`src/rtl/usb_tx_pkg.sv`:
```
// Shared types and constants for the USB transmit serialiser.
// Imported by the interface, the NRZI encoder and the top.
package usb_tx_pkg;

    typedef enum logic [1:0] {
        IDLE,
        SHIFT,
        STUFF,
        TAIL_STUFF
    } ser_state_t;

    localparam logic LINE_IDLE = 1'b1;
    localparam logic STUFF_BIT = 1'b0;

    // Width of a counter that must reach lim.
    function automatic int ones_cnt_w(input int lim);
        return (lim < 1) ? 1 : $clog2(lim + 1);
    endfunction

endpackage

```
`src/rtl/usb_tx_if.sv`:
```
// Word handshake between the TX packet logic and the serialiser.
// The master drives data/valid/last; the slave returns ready.
interface usb_tx_if
    import usb_tx_pkg::*;
#(
    parameter int DATA_WIDTH = 8
);

    logic [DATA_WIDTH-1:0] tx_data;
    logic                  tx_valid;
    logic                  tx_last;
    logic                  tx_ready;

    modport master (
        output tx_data,
        output tx_valid,
        output tx_last,
        input  tx_ready
    );

    modport slave (
        input  tx_data,
        input  tx_valid,
        input  tx_last,
        output tx_ready
    );

endinterface

```
`src/rtl/usb_nrzi_enc.sv`:
```
// Registered NRZI line encoder: a 0 toggles the line, a 1 holds it.
// BYPASS drives the raw bit straight onto the line instead.
module usb_nrzi_enc
    import usb_tx_pkg::*;
#(
    parameter bit BYPASS = 1'b0
) (
    input  logic clk,
    input  logic rst,
    input  logic i_en,
    input  logic i_bit,
    output logic o_line
);

    logic r_line;

    always_ff @(posedge clk) begin
        if (rst) begin
            r_line <= LINE_IDLE;
        end else if (i_en) begin
            if (BYPASS)
                r_line <= i_bit;
            else
                r_line <= i_bit ? r_line : ~r_line;
        end
    end

    assign o_line = r_line;

endmodule

```
`src/rtl/usb_tx_serializer.sv`:
```
// USB transmit serialiser: one-word holding buffer, shifter,
// internal bit stuffing and optional NRZI on the line output.
module usb_tx_serializer
    import usb_tx_pkg::*;
#(
    parameter int DATA_WIDTH  = 8,
    parameter int STUFF_LIMIT = 6,
    parameter int LSB_FIRST   = 1,
    parameter int NRZI_EN     = 1
) (
    input  logic                  clk,
    input  logic                  rst,
    input  logic                  bit_strobe,
    usb_tx_if.slave               tx,
    output logic                  serial_out,
    output logic                  raw_bit,
    output logic                  stuff_active,
    output logic                  busy,
    output logic                  word_done,
    output logic                  underrun,
    output logic [DATA_WIDTH-1:0] prev_parallel
);

    localparam int CW = (DATA_WIDTH > 1) ? $clog2(DATA_WIDTH) : 1;
    localparam int OW = ones_cnt_w(STUFF_LIMIT);

    ser_state_t            r_state, w_state;
    logic [DATA_WIDTH-1:0] r_shift, w_shift;
    logic [DATA_WIDTH-1:0] r_cur, w_cur;
    logic [DATA_WIDTH-1:0] r_hold;
    logic [DATA_WIDTH-1:0] r_prev, w_prev;
    logic [CW-1:0]         r_bcnt, w_bcnt;
    logic [OW-1:0]         r_ones, w_ones;
    logic                  r_last, w_last;
    logic                  r_pend, w_pend;
    logic                  r_hold_last;
    logic                  r_hold_v;
    logic                  r_raw, w_raw;
    logic                  r_stuff, w_stuff;
    logic                  r_wd, w_wd;
    logic                  r_ur, w_ur;
    logic                  w_emit;
    logic                  w_fetch;
    logic                  w_bnd;
    logic                  w_load;
    logic                  w_bit;
    logic                  w_final;
    logic [OW-1:0]         w_inc;

    assign w_load = tx.tx_valid && !r_hold_v;
    assign w_bit  = (LSB_FIRST != 0) ? r_shift[0]
                                     : r_shift[DATA_WIDTH-1];
    assign w_inc  = w_bit ? (r_ones + OW'(1)) : '0;
    assign w_final = (r_bcnt == CW'(DATA_WIDTH - 1));

    always_comb begin
        w_state = r_state;
        w_shift = r_shift;
        w_cur   = r_cur;
        w_last  = r_last;
        w_bcnt  = r_bcnt;
        w_ones  = r_ones;
        w_pend  = r_pend;
        w_prev  = r_prev;
        w_raw   = r_raw;
        w_stuff = r_stuff;
        w_wd    = 1'b0;
        w_ur    = 1'b0;
        w_emit  = 1'b0;
        w_fetch = 1'b0;
        w_bnd   = 1'b0;
        if (bit_strobe) begin
            unique case (r_state)
                IDLE: begin
                    if (r_hold_v) begin
                        w_fetch = 1'b1;
                        w_state = SHIFT;
                    end
                end
                SHIFT: begin
                    w_emit  = 1'b1;
                    w_raw   = w_bit;
                    w_stuff = 1'b0;
                    w_ones  = w_inc;
                    w_bcnt  = r_bcnt + CW'(1);
                    w_pend  = w_final;
                    if (LSB_FIRST != 0)
                        w_shift = r_shift >> 1;
                    else
                        w_shift = r_shift << 1;
                    // Boundary work waits until the stuffed 0 is out.
                    if (w_inc == OW'(STUFF_LIMIT))
                        w_state = (w_final && r_last) ? TAIL_STUFF
                                                      : STUFF;
                    else if (w_final)
                        w_bnd = 1'b1;
                end
                STUFF, TAIL_STUFF: begin
                    w_emit  = 1'b1;
                    w_raw   = STUFF_BIT;
                    w_stuff = 1'b1;
                    w_ones  = '0;
                    if (r_state == TAIL_STUFF) begin
                        w_wd    = 1'b1;
                        w_prev  = r_cur;
                        w_state = IDLE;
                    end else if (r_pend) begin
                        w_bnd = 1'b1;
                    end else begin
                        w_state = SHIFT;
                    end
                end
            endcase
        end
        if (w_bnd) begin
            w_wd   = 1'b1;
            w_prev = r_cur;
            if (r_hold_v) begin
                w_fetch = 1'b1;
                w_state = SHIFT;
            end else begin
                w_state = IDLE;
                w_ones  = '0;
                w_ur    = !r_last;
            end
        end
        if (w_fetch) begin
            w_shift = r_hold;
            w_cur   = r_hold;
            w_last  = r_hold_last;
            w_bcnt  = '0;
            w_pend  = 1'b0;
        end
    end

    always_ff @(posedge clk) begin
        if (rst) begin
            r_state     <= IDLE;
            r_shift     <= '0;
            r_cur       <= '0;
            r_last      <= 1'b0;
            r_bcnt      <= '0;
            r_ones      <= '0;
            r_pend      <= 1'b0;
            r_prev      <= '0;
            r_raw       <= LINE_IDLE;
            r_stuff     <= 1'b0;
            r_wd        <= 1'b0;
            r_ur        <= 1'b0;
            r_hold      <= '0;
            r_hold_last <= 1'b0;
            r_hold_v    <= 1'b0;
        end else begin
            r_state <= w_state;
            r_shift <= w_shift;
            r_cur   <= w_cur;
            r_last  <= w_last;
            r_bcnt  <= w_bcnt;
            r_ones  <= w_ones;
            r_pend  <= w_pend;
            r_prev  <= w_prev;
            r_raw   <= w_raw;
            r_stuff <= w_stuff;
            r_wd    <= w_wd;
            r_ur    <= w_ur;
            if (w_load) begin
                r_hold      <= tx.tx_data;
                r_hold_last <= tx.tx_last;
                r_hold_v    <= 1'b1;
            end else if (w_fetch) begin
                r_hold_v <= 1'b0;
            end
        end
    end

    usb_nrzi_enc #(
        .BYPASS (NRZI_EN == 0)
    ) u_nrzi (
        .clk    (clk),
        .rst    (rst),
        .i_en   (w_emit),
        .i_bit  (w_raw),
        .o_line (serial_out)
    );

    assign tx.tx_ready    = !r_hold_v;
    assign raw_bit        = r_raw;
    assign stuff_active   = r_stuff;
    assign busy           = (r_state != IDLE);
    assign word_done      = r_wd;
    assign underrun       = r_ur;
    assign prev_parallel  = r_prev;

endmodule

```
`src/flat_wrapper.sv`:
```
// flat-port wrapper written by rule: the top's interface ports become plain ports
module usb_tx_serializer_flat import usb_tx_pkg::*;
#(
    parameter int DATA_WIDTH  = 8,
    parameter int STUFF_LIMIT = 6,
    parameter int LSB_FIRST   = 1,
    parameter int NRZI_EN     = 1
)
  (clk, rst, bit_strobe, serial_out, raw_bit, stuff_active, busy, word_done, underrun, prev_parallel, tx_tx_data, tx_tx_valid, tx_tx_last, tx_tx_ready);
  usb_tx_if #(.DATA_WIDTH(DATA_WIDTH)) tx_i ();
  input  logic clk;
  input  logic rst;
  input  logic bit_strobe;
  output logic serial_out;
  output logic raw_bit;
  output logic stuff_active;
  output logic busy;
  output logic word_done;
  output logic underrun;
  output logic [DATA_WIDTH-1:0] prev_parallel;
  input wire logic [$bits(tx_i.tx_data)-1:0] tx_tx_data;
  input wire logic [$bits(tx_i.tx_valid)-1:0] tx_tx_valid;
  input wire logic [$bits(tx_i.tx_last)-1:0] tx_tx_last;
  output wire logic [$bits(tx_i.tx_ready)-1:0] tx_tx_ready;
  assign tx_i.tx_data = tx_tx_data;
  assign tx_i.tx_valid = tx_tx_valid;
  assign tx_i.tx_last = tx_tx_last;
  assign tx_tx_ready = tx_i.tx_ready;
  usb_tx_serializer #(.DATA_WIDTH(DATA_WIDTH), .STUFF_LIMIT(STUFF_LIMIT), .LSB_FIRST(LSB_FIRST), .NRZI_EN(NRZI_EN)) u_core (.clk(clk), .rst(rst), .bit_strobe(bit_strobe), .tx(tx_i), .serial_out(serial_out), .raw_bit(raw_bit), .stuff_active(stuff_active), .busy(busy), .word_done(word_done), .underrun(underrun), .prev_parallel(prev_parallel));
endmodule
```
`config.mk`:
```
export PLATFORM = sky130hd
export DESIGN_NAME = usb_tx_serializer_flat
export DESIGN_NICKNAME = d
export VERILOG_FILES = /design/src/rtl/usb_tx_pkg.sv /design/src/rtl/usb_tx_if.sv /design/src/rtl/usb_nrzi_enc.sv /design/src/rtl/usb_tx_serializer.sv /design/src/flat_wrapper.sv
export SDC_FILE = /design/constraint.sdc
export NUM_CORES = 1
export LEC_CHECK = 0
export ABC_AREA = 1
export BUFFER_PORTS_ARGS = -buffer_cell sky130_fd_sc_hd__buf_2
export CORE_UTILIZATION = 26
export CTS_BUF_LIST = sky130_fd_sc_hd__clkbuf_16
export DETAILED_ROUTE_END_ITERATION = 10
export PLACE_DENSITY = 0.52
export SYNTH_ARGS = -nofsm -noshare
export SYNTH_HDL_FRONTEND = slang
export SYNTH_SLANG_ARGS = --single-unit
```
`constraint.sdc`:
```
create_clock -name clk -period 1.4 [get_ports clk]
set_input_delay 0.07 -clock clk [delete_from_list [all_inputs] [get_ports clk]]
set_output_delay 0.07 -clock clk [all_outputs]
set_load 0.02 [all_outputs]
```
* Word-level counts from Yosys, hierarchy flattened
Cells that the tools add are included. Widths: inputs -> output; s select.
Word-level totals: register bits after elaboration 49, input bits 13, word-level logic and storage cells 95, output and inout port bits 15
Operators by class: add/sub/neg operators 2, reductions and logical operators 23, equal/unequal tests 8, bitwise gates (word level) 3, mux-type cells 43
Operators by type and width (number):
- $mux 8 | 7
- $mux 1 | 21
- $reduce_bool 2->1 | 8
- $mux 2 | 6
- $mux 3 | 4
- $reduce_and 2->1 | 4
- $add 3x1->3 const B | 2
- $eq 3x3->1 const B | 2
- $ne 3x1->1 const B | 2
- $pmux 1 s2 | 3
- $pmux 2 s3 | 1
- $pmux 3 s2 | 1
- $reduce_or 3->1 | 2
- $eq 2x2->1 const B | 2
- $ne 4x4->1 const B | 1
- $reduce_and 4->1 | 1
- $reduce_or 2->1 | 2
- $not 1->1 | 3
- $reduce_and 3->1 | 1
- $eq 2x1->1 const B | 1
- $logic_and 1x1->1 | 2
- $logic_not 1->1 | 2
- $logic_not 2->1 | 1

* Longest topological paths before layout
depth in word-level cells 9, mapped depth 14, depth with buffers taken out 13

* By module
Synthesis repeated with hierarchy kept, for this count alone.
Unflattened totals: cells, all modules 265, area total of the unflattened synthesis 2004.4 um^2
By module, submodules not included:
- usb_tx_serializer | area an instance 1955.6 um^2, cells each 257, times used 1
- usb_nrzi_enc | area an instance 48.8 um^2, cells each 8, times used 1

* Worst setup path before layout
Ideal clock, no wire load.
kind register to register, from reg u_core.r_ones[0], to reg u_core.r_shift[5], setup slack -0.098 ns, buffers on the path 1, data required time 1.288 ns, arrival 1.385 ns, cell stages (with the launch flop) 14, cells stage by stage dfxtp_1 > ha_1 > nand2_1 > nor2_2 > nand2_1 > nand3_2 > nand3_1 > nand2_2 > buf_6 > inv_8 > nand2_1 > nand2_1 > nand2_1 > nand2_1
On the way: cells in the longest elaborated chain, start to end 9
Ends and longest elaborated chain:
- start: declaration | line usb_tx_serializer.sv:33 | logic [OW-1:0] r_ones, w_ones;
- start signal: assignment | line usb_tx_serializer.sv:159 | r_ones <= w_ones;
- $add 3x1->3 (*) | line usb_tx_serializer.sv:53 | assign w_inc = w_bit ? (r_ones + OW'(1)) : '0;
- $mux 3 (*) | line usb_tx_serializer.sv:53
- $eq 3x3->1 (*) | line usb_tx_serializer.sv:92 | if (w_inc == OW'(STUFF_LIMIT))
- $mux 1 (*) | line usb_tx_serializer.sv:92
- $pmux 1 s2 (*) | line usb_tx_serializer.sv:73 | unique case (r_state)
- $mux 1 (*) | line usb_tx_serializer.sv:72 | if (bit_strobe) begin
- $mux 1 (*) | line usb_tx_serializer.sv:115 | if (w_bnd) begin
- $reduce_bool 2->1 (no source line)
- $reduce_and 2->1 (no source line)
- end signal: assignment | line usb_tx_serializer.sv:155 | r_shift <= w_shift;
- end: declaration | line usb_tx_serializer.sv:28 | logic [DATA_WIDTH-1:0] r_shift, w_shift;
Mark *: on every way between the ends. The rest lies on a longest branch, timed or not. A chain may end at the register's enable or synchronous reset.

* Final worst setup path
from reg u_core.r_ones[1], to reg u_core.r_shift[1]
Same word-level chain as after synthesis.

==> flow_summary.ini <==
[critical_path]
end_kind = flip-flop
critPathArrivalTime_ns = 1.78
crit_type = reg -> reg
startpoint_type = flip-flop
critPathMostFrequentCell = nand2_4
slowest_stage = dfxtp_2
slowest_delay_ns = 0.33
worstPathCellList = ha_4 > nand2_4 > nor2_4 > nand2_2 > nand3_4 > nand3_4 > nand2_4 > nand2_4 > nor2_4 > nand2_1 > nand3_1
path_max_fanout = 7
critical_path_required_ns = 1.62

[hold_path]
hp-class = in -> reg

[synth]
synth_cells = 243
synth_area_leader_cell = dfxtp_1
synth_edf_count = 0
seq_area_frac_synth = 0.501
synth.cell_area_mm2 = 0.00196
ys_seq_elements = 49
synth_nets = 259
ys_types = 30
synth_ff_type = dfxtp_1
synth-async-reset-ratio = 0
yosysMostFrequentCell = dfxtp_1
synthTopCellsByArea = dfxtp_1, nand2_1, nor2_1
yosys-top-cells-count = dfxtp_1, nand2_1, nor2_1
ys_warn_count = 0
synth.top_cell.area_share = 0.501
syn_avg_cell_area_um2 = 8.06

[placed_design]
routabilityCongestion = 0.757
dp_hpwl_um = 3230
port_buffers = 27

[route]
dr.pass1.iters = 4
viasPerCell = 4.50
ant_nets = 0
wire_per_inst_um = 12.0
drt_iter0_markers = 58
drc = 0
via_count = 1781
finalWirelength_um = 4750

[final_layout]
regArea_um2 = 983
drive_gt1_frac = 0.364
nets = 312
multi_input_area_mm2 = 0.00103
fillCellCount = 779
area_delta_synth_final_pct = 41.2
antenna_cells = 0

[cts]
cts.clk_slew.worst_paths_ns = 0.06
clkSinkCount = 49
worstSkewPairLatency_ns = 0.28
cts_buffer_depth = 2
ctsHoldBuffers = 0
cts_root_buf = clkbuf_16
tritoncts = built
cts_max_level = 2
cts_buffers = 5

[power]
p_per_area_mw_per_mm2 = 1180
vdd_drop_max_mv = 0.563
leakage_nw = 1.21
total_power_w = 0.00327

[die]
ios = 28
core_area_mm2 = 0.00725
fp.dieH_um = 88.8
placementRows = 31
start_util = 0.270
die_x_um = 88.8
dieArea_mm2 = 0.00789

[global_routing]
grt_usage = 0.125
grt_pass1_vias = 1744
antenna_found_initial = 0
grt_max_degree = 29
grt_pass1_wl_um = 7560
grt_overflow = 0

[sta]
finalSetupViolations = 35
worst_slew_pin_slew_ns = 0.421
fin_ws_ns = -0.151
fin_crit_ns = 1.55
fmax_mhz = 645
finalCritPeriodShare = 1.11
hold_viol = 0
rsz0062_at_grt = yes
finClkSkew_ns = 0.00628
whs_ns = 0.0109
maxSlewHeadroom = 0.719
maxSlewViolCount = 0

[status]
status = finished with violations
violations = negative setup slack

[job]
maxCapViolations = 0
## cells in the final DEF (no fill, tap or decap), types with 2 or more instances in the layout
master and count:
dfxtp_1 47, nand2_1 32, nor2_1 30, buf_2 27
buf_4 22, inv_1 21, nand3_1 15, a21oi_1 11
o21ai_0 10, o21ai_2 9, nand2_4 7, nand4_1 6
nor2_4 5, o21ai_1 5, clkbuf_16 5, nand2_2 4
a21oi_2 4, inv_2 3, nand3_4 3, buf_12 3
nand3_2 2, nand2_8 2, a21oi_4 2, nor3_1 2
clkinv_1 2, o22ai_1 2, dfxtp_2 2
## report_power, final
| part | total, W | leakage (nW) | internal [W] | switching [W] |
|---|---|---|---|---|
| Combinational | 0.000568 | 0.744 | 0.000224 | 0.000344 |
| Clock | 0.00118 | 0.0718 | 0.000665 | 0.000515 |
| Sequential | 0.00153 | 0.400 | 0.00147 | 0.0000548 |
| Total | 0.00327 | 1.21 | 0.00236 | 0.000914 |
## cell type report
type                       count  share of cell area
timing repair buffer          53               0.134
sequential                    49               0.355
inverter                      26              0.0398
multi-input combinational    161               0.373
tap                           99              0.0448
clock inverter                 3             0.00769
clock buffer                   5              0.0452
## timing repair
action,4_1_cts,5_1_grt
gates resized for setup,27,23
cloned,0,1
pin swaps,5,15
buffers inserted,5,3
setup endpoints to repair,35,37
## sequential cells by signal, summed over array words and instances (netlist names), 2 cells and up
register,count
u_core.r_ones,3
u_core.r_shift,8
u_core.r_cur,8
u_core.r_state,2
u_core.prev_parallel,8
u_core.r_bcnt,3
u_core.r_hold,8
## kinds of logic after synthesis
family	share of synthesized area
xor gates and xnor gates	0.00447
and+or+nand+nor	0.261
AOI/OAI and AO/OA	0.129
buffers and inverters	0.0862
DFF	0.501
adders and majority gates	0.0192
## final timing paths
path	start	cells past startpoint	slack (ns)	to
hold / removal	tx_tx_last	3	0.01	u_core.r_hold_last
setup / recovery	u_core.r_ones[1]	11	-0.15	u_core.r_shift[1]
hold reg to reg	u_core.r_shift[6]	2	0.45	u_core.r_shift[5]
setup reg to reg	u_core.r_ones[1]	11	-0.15	u_core.r_shift[1]
## through the flow
| stage | instance area, µm² | utilization | setup WS, ns | setup TNS, ns | instances |
|---|---|---|---|---|---|
| after floorplan | 1990 | - | -0.0751 | -0.854 | 243 |
| after global placement | 2350 | 0.325 | -0.169 | -4.06 | 380 |
| after detailed placement | 2350 | 0.325 | -0.198 | -4.87 | 380 |
| after CTS | 2620 | 0.361 | -0.129 | -2.88 | 393 |
| after global routing | 2770 | 0.381 | -0.235 | -5.59 | 396 |
| final | 2770 | 0.381 | -0.151 | -3.12 | 396 |
## worst max-delay path: cells and delay by family (launching register included)
| family | cells | cell delay [ns] |
|---|---|---|
| and+or+nand+nor | 10 | 0.90 |
| DFF | 1 | 0.33 |
| adders and majority gates | 1 | 0.27 |
## routing by layer
layer,global-route usage,share of wire,vias up
met4,0.0396,0.0074,0
met2,0.227,0.48,28
li1,-,-,908
met5,0,0,-
met1,0.145,0.47,841
met3,0.0299,0.037,4
Note: power is estimated with default switching activity, not from simulation.
